`src/rtl/uart_pkg.sv`:
```
//------------------------------------------------------------------------------
// uart_pkg: state encodings and frame constants shared by UART TX/RX. Rev 1.0
//------------------------------------------------------------------------------
`default_nettype none

package uart_pkg;

  typedef enum logic [2:0] {
    ST_IDLE  = 3'd0,
    ST_POP   = 3'd1,
    ST_LOAD  = 3'd2,
    ST_START = 3'd3,
    ST_DATA  = 3'd4,
    ST_STOP  = 3'd5
  } tx_state_t;

  localparam int DEFAULT_CLKS_PER_BIT = 868;
  localparam int DEFAULT_DATA_WIDTH   = 8;
  // start + data + stop
  localparam int FRAME_BITS           = 10;

endpackage

`default_nettype wire

```
`src/rtl/uart_baud_counter.sv`:
```
//------------------------------------------------------------------------------
// uart_baud_counter: per-bit cycle counter with terminal-count pulse. Rev 1.0
//------------------------------------------------------------------------------
`default_nettype none

module uart_baud_counter #(
  parameter int CLKS_PER_BIT = 868
) (
  input  logic clk,
  input  logic rst_n,
  input  logic clear,
  input  logic en,
  output logic tc
);

  localparam int CW = $clog2(CLKS_PER_BIT);
  localparam logic [CW-1:0] LAST = CW'(CLKS_PER_BIT - 1);

  logic [CW-1:0] count;

  assign tc = en && (count == LAST);

  // clear takes priority so a new state always starts from zero
  always_ff @(posedge clk) begin
    if (!rst_n) begin
      count <= '0;
    end else if (clear) begin
      count <= '0;
    end else if (en) begin
      if (tc) begin
        count <= '0;
      end else begin
        count <= count + 1'b1;
      end
    end
  end

endmodule

`default_nettype wire

```
`src/rtl/uart_tx_drain.sv`:
```
//------------------------------------------------------------------------------
// uart_tx_drain: pops bytes from the FIFO and shifts them out as 8N1. Rev 1.0
//------------------------------------------------------------------------------
`default_nettype none

module uart_tx_drain
  import uart_pkg::*;
#(
  parameter int CLKS_PER_BIT = DEFAULT_CLKS_PER_BIT,
  parameter int DATA_WIDTH   = DEFAULT_DATA_WIDTH
) (
  input  logic                  clk,
  input  logic                  rst_n,
  input  logic                  tx_en,
  input  logic                  fifo_empty,
  input  logic [DATA_WIDTH-1:0] fifo_dout,
  output logic                  fifo_pop,
  output logic                  tx,
  output logic                  busy,
  output logic                  tx_done
);

  localparam int IDX_W = $clog2(DATA_WIDTH);
  localparam logic [IDX_W-1:0] LAST_IDX = IDX_W'(DATA_WIDTH - 1);

  tx_state_t             state;
  tx_state_t             state_next;
  logic [DATA_WIDTH-1:0] shift_reg;
  logic [IDX_W-1:0]      bit_idx;
  logic                  tx_reg;
  logic                  tx_next;
  logic                  baud_en;
  logic                  baud_tc;
  logic                  baud_clear;

  assign baud_en    = (state == ST_START) || (state == ST_DATA) || (state == ST_STOP);
  assign baud_clear = (state_next != state);

  uart_baud_counter #(
    .CLKS_PER_BIT(CLKS_PER_BIT)
  ) u_baud (
    .clk  (clk),
    .rst_n(rst_n),
    .clear(baud_clear),
    .en   (baud_en),
    .tc   (baud_tc)
  );

  always_comb begin
    state_next = state;
    case (state)
      ST_IDLE:  if (tx_en && !fifo_empty) state_next = ST_POP;
      ST_POP:   state_next = ST_LOAD;
      ST_LOAD:  state_next = ST_START;
      ST_START: if (baud_tc) state_next = ST_DATA;
      ST_DATA:  if (baud_tc && (bit_idx == LAST_IDX)) state_next = ST_STOP;
      ST_STOP:  if (baud_tc) state_next = ST_IDLE;
      default:  state_next = ST_IDLE;
    endcase
  end

  // tx is decoded from the next state so the pin itself is a plain register;
  // on a data-bit boundary the register shifts on the same edge, hence bit 1
  always_comb begin
    tx_next = 1'b1;
    case (state_next)
      ST_START: tx_next = 1'b0;
      ST_DATA:  tx_next = ((state == ST_DATA) && baud_tc) ? shift_reg[1] : shift_reg[0];
      default:  tx_next = 1'b1;
    endcase
  end

  always_ff @(posedge clk) begin
    if (!rst_n) begin
      state     <= ST_IDLE;
      shift_reg <= '0;
      bit_idx   <= '0;
      tx_reg    <= 1'b1;
    end else begin
      state  <= state_next;
      tx_reg <= tx_next;
      // fifo_dout is only meaningful the cycle after the pop
      if (state == ST_LOAD) begin
        shift_reg <= fifo_dout;
        bit_idx   <= '0;
      end else if ((state == ST_DATA) && baud_tc) begin
        shift_reg <= shift_reg >> 1;
        bit_idx   <= bit_idx + 1'b1;
      end
    end
  end

  assign tx       = tx_reg;
  assign fifo_pop = (state == ST_POP);
  assign busy     = (state != ST_IDLE);
  assign tx_done  = (state == ST_STOP) && baud_tc;

endmodule

`default_nettype wire

```
`config.mk`:
```
export PLATFORM = sky130hd
export DESIGN_NAME = uart_tx_drain
export DESIGN_NICKNAME = d
export VERILOG_FILES = /design/src/rtl/uart_pkg.sv /design/src/rtl/uart_baud_counter.sv /design/src/rtl/uart_tx_drain.sv
export SDC_FILE = /design/constraint.sdc
export NUM_CORES = 1
export LEC_CHECK = 0
export CAP_MARGIN = 20
export CORE_ASPECT_RATIO = 1.25
export CORE_MARGIN = 4
export CORE_UTILIZATION = 59
export CTS_CLUSTER_DIAMETER = 80
export DETAILED_ROUTE_END_ITERATION = 10
export MAX_ROUTING_LAYER = met4
export PLACE_DENSITY = 0.83
export SLEW_MARGIN = 0
export SYNTH_ARGS = -nofsm -noshare
export SYNTH_HDL_FRONTEND = slang
export SYNTH_SLANG_ARGS = --single-unit
```
`constraint.sdc`:
```
create_clock -name clk -period 3.47 [get_ports clk]
set_clock_uncertainty 0.05 [all_clocks]
set_input_delay 1.041 -clock clk [delete_from_list [all_inputs] [get_ports clk]]
set_output_delay 1.041 -clock clk [all_outputs]
set_load 0.02 [all_outputs]
```
Yosys cells after proc, flatten, opt, wreduce, memory -nomap -nowiden

Cells that the tools add are included.
W data, S select, Z words.

Word-level logic and storage cells: 41
Input bits: 12
Output and inout port bits: 4
Bits in registers: 25

Reduce and logical (&&, ||, !) cells: 13
Bitwise operators: 1
Add/subtract/negate cells: 2
Muxes and demuxes: 10
Equal/unequal tests: 10

Operator list:

| kind                    | number |
|---|---|
| $pmux W3 S6             | 1 |
| $mux W8                 | 2 |
| $eq A3 B3 Y1 const B    | 4 |
| $mux W3                 | 4 |
| $add A10 B1 Y10 const B | 1 |
| $eq A10 B10 Y1 const B  | 1 |
| $mux W10                | 1 |
| $eq A3 B2 Y1 const B    | 3 |
| $logic_and A1 B1 Y1     | 5 |
| $reduce_or A2 Y1        | 2 |
| $add A3 B1 Y3 const B   | 1 |
| $eq A3 B1 Y1 const B    | 1 |
| $logic_not A3 Y1        | 1 |
| $ne A3 B3 Y1            | 1 |
| $reduce_bool A3 Y1      | 1 |
| $logic_or A1 B1 Y1      | 2 |
| $pmux W1 S2             | 1 |
| $reduce_bool A2 Y1      | 1 |
| $logic_not A1 Y1        | 1 |
| $mux W1                 | 1 |
| $not A1 Y1              | 1 |

Depth between registers and ports, before layout

Depth after elaboration: 9
Depth in mapped cells: 7
Gate-level depth less buffers: 7

By module

From an unflattened synthesis, not the netlist that was laid out.

Cell total of the unflattened synthesis: 147
Area, all modules: 1333.8 um^2

Modules (own cells, without submodules):

| module            | area an instance (um^2) | sequential area each (um^2) | cells each | times used |
|---|---|---|---|---|
| uart_tx_drain     | 825.8                   | 300.3                       | 93         | 1 |
| uart_baud_counter | 508.0                   | 200.2                       | 54         | 1 |

Worst setup path after synthesis

Ideal clock, no wire load.

Path kind: register to output
From: register u_baud.count[0]
To: output tx_done
Slack: 0.714 ns
Required time: 2.379 ns
Path buffers: 0
Cell stages (with the launch flop): 5
Arrival time: 1.665 ns
Path through: dfxtp_1 -> ha_1 -> nand4b_2 -> or4_4 -> nor2_1

Cells in the longest elaborated chain, start to end: 3

RTL lines:

| item                   | line                    | text |
|---|---|---|
| from (decl)            | uart_baud_counter.sv:19 | `logic [CW-1:0] count;` |
| from (signal assigned) | uart_baud_counter.sv:33 | `count <= count + 1'b1;` |
| $eq A10 B10 Y1         | uart_baud_counter.sv:21 | `assign tc = en && (count == LAST);` |
| $logic_and A1 B1 Y1    | uart_baud_counter.sv:21 |  |
| $logic_and A1 B1 Y1    | uart_tx_drain.sv:96     | `assign tx_done = (state == ST_STOP) && baud_tc;` |
| to (decl)              | uart_tx_drain.sv:20     | `output logic tx_done` |

Every way passes these cells.

Worst setup path after layout

Same ends and word-level chain as after synthesis.

==> results by stage <==
Outcome:
- The run finished with clean final reports.

Power:
- For this design the static power due to leakage is 0.557 nW.
- The maximum vdd drop is 0.000269 V.
- The power density of the placed cells is 324 mW/mm2.

Place:
- The weighted congestion at the end of routability-driven global placement is 0.906.
- Summing all placed instances gives a cell area of 0.00153 mm2.
- Port buffering added 15 buffers.
- After legalization and detailed placement, the total HPWL measured 2120 um.

Timing:
- The worst pin sits at a relative slew slack of 0.519.
- The max-slew violation count is 0.
- The worst path in the final design needs a cycle of around 3 ns, including I/O delays and setup.
- The number of hold violations in the final report was 0.
- The final hold slack is 0.466 ns.
- Setup repair after global routing left no endpoint under its margin.
- For the final routed database, the setup TNS stands at 0 ns.
- Dividing the final minimum period by the clock period gives 0.865.
- The highest clock frequency the design can meet is 0.333 GHz.
- The slew at the pin closest to its max-slew limit is 0.720 ns.
- The final setup violation count is 0.

Worst setup path:
- On the worst path, the slowest cell contributes a delay of 0.51 ns.
- The source of the worst register-to-register timing path is u_baud.count[0].
- The library cell contributing the largest single delay on the critical path is or4_4.
- Along the worst path, the maximum fanout reaches 5.
- The path depth of the worst reg2reg path is 6.
- The type of element launching the critical path is a register.
- The critical path runs through a total of 5 cells.
- The worst setup path endpoint is tx_done.
- At the worst endpoint, the required time is 2.38 ns.
- The critical path in this run is classified as register to primary output.
- The critical path data arrival time is 1.91 ns.
- The number of buffers and inverters on the critical path is 1.
- The worst reg2reg path endpoint is u_baud.count[3].
- The critical path goes through ha_1 > nand4b_2 > or4_4 > nor2_1 > dlymetal6s2s_1.
- The top cell family by delay on the critical path is simple AND/OR/NAND/NOR gates.
- In this run the register-to-register setup slack is 1.19 ns.
- The sort of element at the end of the critical path is a primary output.
- The first element of the critical path is u_baud.count[0].

GRT:
- Entering global routing, the biggest net connects 22 pins.
- The met1 layer usage reported by global route is 0.262.
- The via count of the first global-routing pass is 1,139.
- The layer with the highest usage is met2.
- The first global-routing pass estimated 5160 um of wire.
- The total overflow reported by the global router is 0.
- The total track usage is 0.226.
- For met2 alone, demand over resource in global routing was 0.394.
- The met3 layer usage reported by global route is 0.0263.
- The number of antenna violations at the first check in global routing is 0.

Floorplanning:
- The number of placed I/O pins is 16.
- The die is 51.0 um wide.
- The total area inside the core boundary comes to 0.00221 mm2.
- The full die area is 0.00314 mm2.
- The initial utilization of the core area, before any placement, comes to 0.616.
- After floorplanning, the core was divided into 19 placement rows.
- The die extent in y is 61.7 um.

Layout:
- The post-synthesis to final-layout area growth is 14.7%.
- The register area is 500 um2.
- The number of filler instances in the final layout is 188.
- With fillers left out, the area of the finished cells amounts to 0.00156 mm2.
- In the final layout, the share of cells above drive strength 1 is 0.126.
- The antenna cell count is 0.
- In the final layout, the multi-input gates occupy 801 um2.
- The number of flip-flops under the largest register name is 10.
- After the last flow step, the layout net total stands at 183.

Synth:
- Synthesis produced a netlist whose cell count is between 150 and 200.
- Of the synthesized area, sequential elements account for 0.368.
- The number of nets in the synthesized netlist is around 170.
- The library cell with the largest summed area after synthesis is dfxtp_1.
- The share of synthesized area in the top cell type comes to 0.368.
- The number of warnings printed during yosys synthesis is 0.
- The post-synthesis async set-or-reset flop share is 0.
- The netlist area before placement is between 0.001 and 0.0015 mm2.
- The dominant synthesized flop cell is dfxtp_1.
- After synthesis, the cell types taking the most area are dfxtp_1, mux2i_1, a211oi_1.
- In this run, distinct cell masters in the synthesized netlist total 43.
- A synthesized cell averages 8.90 um2.
- Counting flops with a built-in enable in the synthesized netlist gives 0.
- Counting flops and latches in the post-synthesis netlist gives 25.

Drt:
- The final wirelength is slightly below 3000 um.
- The post-detailed-route wirelength per cell is roughly 15 um.
- After detailed routing, the number of remaining DRC violations is 0.
- The number of DRC markers in iteration 0 is 23.
- The number of iterations in the first detailed-routing pass is 4.
- Using the TritonRoute via totals, the vias-per-cell ratio works out to 5.90.
- The count of nets left with antenna violations once routing finished came out at 0.
- Summing over every cut layer, the via total after detailed routing is 1,169.

Flow run:
- Max-cap violations in this run came to 0.

CTS:
- TritonCTS built the clock tree.
- Clock latency on the worst-skew pair, taken at its later pin, is 0.32 ns.
- The number of setup buffers added after CTS is 0.
- The total number of clock tree sinks is 25.
- Counting along the longest clock path gives a buffer depth of 2.
- The clock-pin slew of the registers on the worst-case setup and hold paths is 0.14 ns.
- TritonCTS created 3 clock buffers.
- The depth of the CTS H-tree is 1.
- The cell at the root of the clock tree is clkbuf_4.

Hold path:
- In this run the worst hold path is classified as register to register.
synth_stat cells (4+ instances only):
library cell  instances
a211oi_1              8
a21oi_1               8
clkbuf_1              4
dfxtp_1              25
inv_1                 5
mux2i_1               8
nand2_1               8
nand2b_1              4
nor2_1               16
nor3_1               11
nor4_1                4
o21ai_0               4
xnor2_1               4
how the worst min path moves through the flow:
stage | to | depth (start not counted) | slack, ns | start
3_3_place_gp | shift_reg[7] | 2 | 0.42 | shift_reg[7]
6_report | shift_reg[7] | 2 | 0.47 | shift_reg[7]
3_5_place_dp | shift_reg[7] | 2 | 0.44 | shift_reg[7]
4_1_cts | shift_reg[7] | 2 | 0.46 | shift_reg[7]
2_1_floorplan | shift_reg[7] | 2 | 0.41 | shift_reg[7]
5_1_grt | shift_reg[7] | 2 | 0.49 | shift_reg[7]
logic make-up (layout without fill, tap and decap cells):
kind of cell,Yosys count,count (layout),share of synthesized area
mux,10,10,0.0772
simple gates,69,69,0.310
flops,25,25,0.368
compound gates,27,27,0.135
buf+inv,13,27,0.0441
xor+xnor,6,6,0.0386
fa+ha+maj,3,3,0.0276
where the power goes:
| part | switching (mW) | internal, mW |
|---|---|---|
| registers | 0.00792 | 0.296 |
| clock network | 0.0885 | 0.0432 |
| logic | 0.0373 | 0.0324 |
| total | 0.134 | 0.372 |
timing repair:
item                                    4_1_cts  5_1_grt
resized for setup                             0        1
endpoints found under the setup margin        0        1
hold buffers                                  0        0
final cells by class:
| cell class | instances | share of cell area |
|---|---|---|
| Timing Repair Buffer | 18 | 0.112 |
| Clock buffer | 3 | 0.0144 |
| Multi-Input combinational cell | 115 | 0.513 |
| Inverter | 5 | 0.0120 |
| Sequential cell | 25 | 0.321 |
| Tap cell | 31 | 0.0248 |
| Clock inverter | 1 | 0.00321 |
stage by stage:
step | instances | worst slack [ns] | total power [mW] | utilization
global route | 198 | 0.336 | 0.530 | 0.706
detailed placement | 194 | 0.447 | 0.380 | 0.693
finish | 198 | 0.470 | 0.506 | 0.706
floorplan | 153 | 0.714 | 0.353 | -
CTS | 198 | 0.0759 | 0.509 | 0.705
global placement | 194 | 0.480 | 0.377 | 0.693
metal layers:
layer  wire, um  vias up
met3        116        8
met2       1490       29
met1       1270      547
met5          0        -
li1           -      585
met4         59        0
cells in the final DEF, fill, tap and decap left out, types with 2 or more instances in the layout:
master           instances
and3_2                   2
nor2_1                  16
nor3_1                  11
buf_4                    3
nand3b_1                 3
a211oi_1                 8
nand2b_1                 4
nor3b_1                  2
and2_1                   2
nand2_1                  8
a21oi_1                  8
xor2_1                   2
nand4_1                  3
dfxtp_1                 25
or3_1                    2
inv_1                    5
ha_1                     3
o21ai_0                  4
clkbuf_4                 3
nor4_1                   4
xnor2_1                  4
mux2i_1                  8
nand3_1                  2
clkdlybuf4s50_1         14
worst reg2reg max path, cell delays in order, from the launching register on:
cell	delay, ns
dfxtp_1	0.42
ha_1	0.22
nand4b_2	0.12
buf_4	0.17
nor3_4	0.40
mux2i_2	0.63
nor3_1	0.13
(Power assumes the default switching activity.)
